### config.mk
export PLATFORM = sky130hd
export DESIGN_NAME = uart_rx_flat
export DESIGN_NICKNAME = d
export VERILOG_FILES = /design/src/rtl/uart_rx_if.sv /design/src/rtl/uart_rx.sv /design/src/flat_wrapper.sv
export SDC_FILE = /design/constraint.sdc
export NUM_CORES = 1
export LEC_CHECK = 0
export CAP_MARGIN = 15
export CORE_UTILIZATION = 57
export DETAILED_ROUTE_END_ITERATION = 10
export PLACE_DENSITY_LB_ADDON = 0.1
export SETUP_SLACK_MARGIN = 0.1
export SLEW_MARGIN = 40
export SYNTH_ARGS = -nofsm -noshare
export SYNTH_HDL_FRONTEND = slang
export SYNTH_SLANG_ARGS = --single-unit
### constraint.sdc
create_clock -name clk -period 2.6 [get_ports clk]
set_clock_uncertainty 0.1 [all_clocks]
set_input_delay 0.52 -clock clk [delete_from_list [all_inputs] [get_ports clk]]
set_output_delay 0.52 -clock clk [all_outputs]
set_load 0.1 [all_outputs]
### src/rtl/uart_rx_if.sv
// Receive-side handshake and status bundle for uart_rx.
// master = the receiver, slave = the byte consumer.
`timescale 1ns/1ps
interface uart_rx_if;
  logic [7:0] rx_data;
  logic       rx_valid;
  logic       rx_ready;
  logic       busy;
  logic       frame_err;
  logic       overrun;
  logic       parity_err;

  modport master (
    output rx_data, rx_valid, busy, frame_err, overrun, parity_err,
    input  rx_ready
  );

  modport slave (
    input  rx_data, rx_valid, busy, frame_err, overrun, parity_err,
    output rx_ready
  );
endinterface

### src/rtl/uart_rx.sv
// 8N1 UART receiver with 16x oversampling, 2-of-3 majority vote and valid/ready output.
// Optional even parity bit: define UART_RX_PARITY_EN.
`timescale 1ns/1ps
module uart_rx #(
  parameter int clk_freq = 12000000,
  parameter int baud     = 115200
) (
  input  logic     clk,
  input  logic     resetn,
  input  logic     rx,
  uart_rx_if.master bus
);

  // Accumulator wide enough that the 16x tick period error stays well below 1%.
  localparam int     RATIO = (clk_freq + baud - 1) / baud;
  localparam int     W     = $clog2(RATIO) + 8;
  localparam longint INC_L = (longint'(baud) * 64'sd16 * (longint'(1) << W)
                              + longint'(clk_freq) / 2) / longint'(clk_freq);
  localparam logic [W-1:0] INC = INC_L[W-1:0];

  typedef enum logic [2:0] {
    IDLE      = 3'd0,
    START     = 3'd1,
    DATA      = 3'd2,
`ifdef UART_RX_PARITY_EN
    PARITY    = 3'd3,
`endif
    STOP      = 3'd4,
    WAIT_HIGH = 3'd5
  } state_t;

  state_t       state_reg, state_next;
  logic         rx_meta_reg, rx_sync_reg, rx_prev_reg;
  logic [W-1:0] acc_reg;
  logic [W:0]   acc_sum;
  logic         tick;
  logic [3:0]   cnt_reg, cnt_next;
  logic [1:0]   smp_reg, smp_next;
  logic [2:0]   bit_reg, bit_next;
  logic [7:0]   shift_reg, shift_next;
  logic         par_bad_reg, par_bad_next;
  logic [7:0]   rx_data_reg;
  logic         rx_valid_reg;
  logic         frame_err_reg, frame_err_next;
  logic         parity_err_reg, parity_err_next;
  logic         overrun_reg;
  logic         deliver;
  logic         maj, decide, wrap, fall;

  assign acc_sum = {1'b0, acc_reg} + {1'b0, INC};
  assign tick    = acc_sum[W];
  assign decide  = tick && (cnt_reg == 4'd9);
  assign wrap    = tick && (cnt_reg == 4'd15);
  assign fall    = rx_prev_reg && !rx_sync_reg;
  // Third vote is the live sample taken on the count-9 tick.
  assign maj     = (smp_reg[0] & smp_reg[1]) | (smp_reg[0] & rx_sync_reg)
                 | (smp_reg[1] & rx_sync_reg);

  always_comb begin
    state_next      = state_reg;
    cnt_next        = tick ? cnt_reg + 4'd1 : cnt_reg;
    smp_next        = smp_reg;
    bit_next        = bit_reg;
    shift_next      = shift_reg;
    par_bad_next    = par_bad_reg;
    frame_err_next  = 1'b0;
    parity_err_next = 1'b0;
    deliver         = 1'b0;

    if (tick && cnt_reg == 4'd7) smp_next[0] = rx_sync_reg;
    if (tick && cnt_reg == 4'd8) smp_next[1] = rx_sync_reg;

    case (state_reg)
      IDLE: begin
        cnt_next     = 4'd0;
        bit_next     = 3'd0;
        par_bad_next = 1'b0;
        if (fall) state_next = START;
      end
      START: begin
        if (decide && maj) state_next = IDLE;
        else if (wrap)     state_next = DATA;
      end
      DATA: begin
        if (decide) shift_next = {maj, shift_reg[7:1]};
        if (wrap) begin
          if (bit_reg == 3'd7) begin
`ifdef UART_RX_PARITY_EN
            state_next = PARITY;
`else
            state_next = STOP;
`endif
          end else begin
            bit_next = bit_reg + 3'd1;
          end
        end
      end
`ifdef UART_RX_PARITY_EN
      PARITY: begin
        if (decide) begin
          par_bad_next    = ^{shift_reg, maj};
          parity_err_next = ^{shift_reg, maj};
        end
        if (wrap) state_next = STOP;
      end
`endif
      STOP: begin
        // Decide mid stop bit so back-to-back frames keep half a bit of margin.
        if (decide) begin
          if (maj) begin
            deliver    = !par_bad_reg;
            state_next = IDLE;
          end else begin
            frame_err_next = 1'b1;
            state_next     = WAIT_HIGH;
          end
        end
      end
      WAIT_HIGH: begin
        if (rx_sync_reg) state_next = IDLE;
      end
      default: state_next = IDLE;
    endcase
  end

  always_ff @(posedge clk or negedge resetn) begin
    if (!resetn) begin
      rx_meta_reg    <= 1'b1;
      rx_sync_reg    <= 1'b1;
      rx_prev_reg    <= 1'b1;
      state_reg      <= IDLE;
      acc_reg        <= '0;
      cnt_reg        <= 4'd0;
      smp_reg        <= 2'd0;
      bit_reg        <= 3'd0;
      shift_reg      <= 8'd0;
      par_bad_reg    <= 1'b0;
      rx_data_reg    <= 8'd0;
      rx_valid_reg   <= 1'b0;
      frame_err_reg  <= 1'b0;
      parity_err_reg <= 1'b0;
      overrun_reg    <= 1'b0;
    end else begin
      rx_meta_reg    <= rx;
      rx_sync_reg    <= rx_meta_reg;
      rx_prev_reg    <= rx_sync_reg;
      state_reg      <= state_next;
      // Reloading in IDLE restarts the tick phase at every start edge.
      acc_reg        <= (state_reg == IDLE) ? INC : acc_sum[W-1:0];
      cnt_reg        <= cnt_next;
      smp_reg        <= smp_next;
      bit_reg        <= bit_next;
      shift_reg      <= shift_next;
      par_bad_reg    <= par_bad_next;
      frame_err_reg  <= frame_err_next;
      parity_err_reg <= parity_err_next;
      overrun_reg    <= deliver && rx_valid_reg && !bus.rx_ready;
      if (deliver) rx_data_reg <= shift_reg;
      if (deliver)                rx_valid_reg <= 1'b1;
      else if (bus.rx_ready)      rx_valid_reg <= 1'b0;
    end
  end

  assign bus.rx_data    = rx_data_reg;
  assign bus.rx_valid   = rx_valid_reg;
  assign bus.busy       = (state_reg != IDLE);
  assign bus.frame_err  = frame_err_reg;
  assign bus.overrun    = overrun_reg;
  assign bus.parity_err = parity_err_reg;

endmodule
### src/flat_wrapper.sv
// flat-port wrapper written by rule: the top's interface ports become plain ports
module uart_rx_flat 
#(
  parameter int clk_freq = 12000000,
  parameter int baud     = 115200
)
  (clk, resetn, rx, bus_rx_data, bus_rx_valid, bus_busy, bus_frame_err, bus_overrun, bus_parity_err, bus_rx_ready);
  uart_rx_if bus_i ();
  input  logic clk;
  input  logic resetn;
  input  logic rx;
  output wire logic [$bits(bus_i.rx_data)-1:0] bus_rx_data;
  output wire logic [$bits(bus_i.rx_valid)-1:0] bus_rx_valid;
  output wire logic [$bits(bus_i.busy)-1:0] bus_busy;
  output wire logic [$bits(bus_i.frame_err)-1:0] bus_frame_err;
  output wire logic [$bits(bus_i.overrun)-1:0] bus_overrun;
  output wire logic [$bits(bus_i.parity_err)-1:0] bus_parity_err;
  input wire logic [$bits(bus_i.rx_ready)-1:0] bus_rx_ready;
  assign bus_rx_data = bus_i.rx_data;
  assign bus_rx_valid = bus_i.rx_valid;
  assign bus_busy = bus_i.busy;
  assign bus_frame_err = bus_i.frame_err;
  assign bus_overrun = bus_i.overrun;
  assign bus_parity_err = bus_i.parity_err;
  assign bus_i.rx_ready = bus_rx_ready;
  uart_rx #(.clk_freq(clk_freq), .baud(baud)) u_core (.clk(clk), .resetn(resetn), .rx(rx), .bus(bus_i));
endmodule
==> results.md <==
* Placed cells at 253
* RSZ-0062 raised after global routing: false
* DRC at 0
* CTS clock-pin slew for the worst setup and hold paths at 0.09 ns
* CP max FO at 10
* MaxCap Viol Count at 0
* Number of synthesized register bits at 49
* Synth Flop Type: dfrtp_1
* Number of global-route vias before repair at 1464
* Number of synthesized flops with an enable pin at 0
* # rows at 22
* Met2 wire length at 2010 um
* Commonest cells in the netlist: dfrtp_1, nand2_1, mux2_2
* Ys Warns at 0
* Post-DP Area at around 0.0024 mm^2
* Port Buffers at 15
* H-Tree Depth at 2
* Initial Util at 60.4%
* Clock latency on the worst-skew pair at around 0.3 ns
* Post-route antenna net violation count at 0
* Placer Congestion at 0.975
* Initial DRC count at 93
* CP endpoint kind: flip-flop
* Unique cell type count in the Yosys netlist at 44
* Simple-gate share of the synthesized area at between 10% and 20%
* Vias at 1482
* Hold Path Class: input port to asynchronous set/reset pin
* Final Hold Vio Count at 0
* Post-synthesis mux area share at between 10% and 20%
* Gate Count Post-Synth at 193
* Synth Area per Inst at between 10 and 15 um^2
* Via-to-Cell Ratio at 5.68
* Fraction of registers with async set/reset at 100%
* Largest net degree at the start of global routing at 22
* FILL cells at 295
* Die height at 65.0 um
* Layout cells sized above 1 at 23.5%
* Initial antenna violation count at 0
* Post-synth top area share at slightly above 50%
* Core ar. at 0.00374 mm^2
* Leakage at around 1.2 nW
* Global Route Usage Sum at between 20 and 25%
* Adder-cell area share of the yosys netlist at 3.77%
* Cell area after layout at roughly 0.0025 mm^2
* Num ports at 17
* Clock tree from TritonCTS: yes
* Power per cell area at 810 mW/mm^2
* Die footprint at 0.00422 mm^2
* Post-layout min period at 2.30 ns
* CTS sink cnt at about 50
* Routed length on met3 at 130 um
* Sequential area share after synthesis at 54.4%
* Period utilisation layout at slightly below 90%
* Setup TNS at 0 ns
* Worst vdd ir at 0.506 mV
* Mapped Area at about 0.0023 mm^2
* Worst Path Class, Setup: flip-flop to flip-flop
* Synth top area cells: dfrtp_1, mux2_2, dfstp_2
* Fin cells at roughly 260
* Fin worst setup slack at between 0.3 and 0.4 ns
* Area leader, netlist: dfrtp_1
* First-pass GRT wire length at 6910 um
* WL/cell at 15.2 um
* Post-Route WL at just under 4000 um
* # nets final at around 220
* Status: finished clean
* Root Buffer: clkbuf_8
* Max reg flops at 15
* Die Wd at 65.0 um
* Area growth from synthesis to layout at 11.9%
* Worst path required time at 2.68 ns
* Setup bufs post-CTS at 0
* Most frequent cell after synthesis: dfrtp_1
* Worst setup SP type: flip-flop
* Post-CTS sizing at 0
* Longest Clk Path Bufs at 2
* CTS buffer count at 5
* Post-CTS Hold Buffers at 0
* Hpwl dp at about 2900 um
* Critical Path AT at between 2 and 2.5 ns
* Fmax at 435 MHz
* Max-slew violations at 0
* Post-synthesis xor/xnor area fraction at 5.81%
* Synth Net Count at 203
* Largest family of logic cells by synthesized area: simple AND/OR/NAND/NOR gates
* ANT cells at 0
* Overflow after GRT at 0
* Final setup vio count at 0
* DRT met1 WL at 1790 um
* Compound-Gate Fraction of Synth Area at 8.14%
* Router iterations before antenna repair at 4
* Setup WS pre-CTS at roughly 0.32 ns
* Top layer in use: met4
-- placed cells by master, fill, tap and decap left out, types with 2 or more instances in the layout --
master and count:
a21oi_1 5, inv_1 9, clkbuf_8 5, dfrtp_1 46
mux2i_1 4, nor2_1 16, and3_1 4, ha_1 6
o32ai_1 2, and4_1 2, nand2_1 19, nand2b_1 3
xnor2_1 8, clkdlybuf4s50_1 2, a211oi_1 2, o21ai_0 2
xor2_1 7, mux2_2 18, nor3_1 2, dfstp_2 3
a21o_1 3, nand3_1 3, buf_4 14, nor2b_1 3
-- report_power, final --
group | leakage, nW | total (W) | switching [W] | internal [W]
registers | 0.638 | 0.00101 | 0.000140 | 0.000872
logic | 0.552 | 0.000606 | 0.000348 | 0.000258
clock network | 0.0456 | 0.000432 | 0.000240 | 0.000192
-- path summary, 6_finish.rpt --
kind | endpoint | cells past startpoint | slack (ns) | start
setup / recovery | u_core.bus.rx_data[6] | 5 | 0.30 | u_core.acc_reg[10]
hold / removal | u_core.acc_reg[9] | 1 | 0.0002 | resetn
setup reg to reg | u_core.bus.rx_data[6] | 5 | 0.30 | u_core.acc_reg[10]
hold reg to reg | u_core.rx_sync_reg | 0 | 0.27 | u_core.rx_meta_reg
max in group asynchronous | u_core.rx_sync_reg | 2 | 1.83 | resetn
min in group clk | u_core.rx_sync_reg | 0 | 0.27 | u_core.rx_meta_reg
-- layout make-up --
type,instances,area [um^2],area share [%]
flip-flops and latches,49,1230,48.6
well taps,48,60.1,2.38
multi-input cells,129,968,38.3
inverters,9,33.8,1.34
clock buffers,6,72.6,2.87
repair buffers,18,150,5.94
clock inverters,2,13.8,0.544
-- per-layer routing --
| metal | up-vias | track usage (%) |
|---|---|---|
| met4 | 0 | 7.50 |
| met5 | - | 0 |
| li1 | 699 | - |
| met1 | 743 | 28.7 |
| met3 | 4 | 4.23 |
| met2 | 36 | 36.6 |
-- through the flow --
stage          total power, W  utilization [%]  hold slack (ns)
2_1_floorplan         0.00145                -            0.124
3_3_place_gp          0.00158             65.2            0.250
3_5_place_dp          0.00162             65.2            0.250
4_1_cts               0.00206             67.5          0.00537
5_1_grt               0.00217             67.5           0.0175
6_report              0.00205             67.5         0.000172
-- cells by family after synthesis --
logic type               after synthesis
other                                  1
multiplexers                          23
buffers and inverters                 15
adder cells (fa/ha/maj)                7
AND/OR/NAND/NOR                       60
XOR/XNOR                              15
AO/OA/AOI/OAI                         23
flip-flops                            49
-- critical path: stages (launching register included) --
cell	delay, ns
dfrtp_1	0.45
and4_1	0.31
o211ai_2	0.15
a21boi_1	0.27
and3_1	0.50
mux2_2	0.40
(Power assumes the default switching activity.)
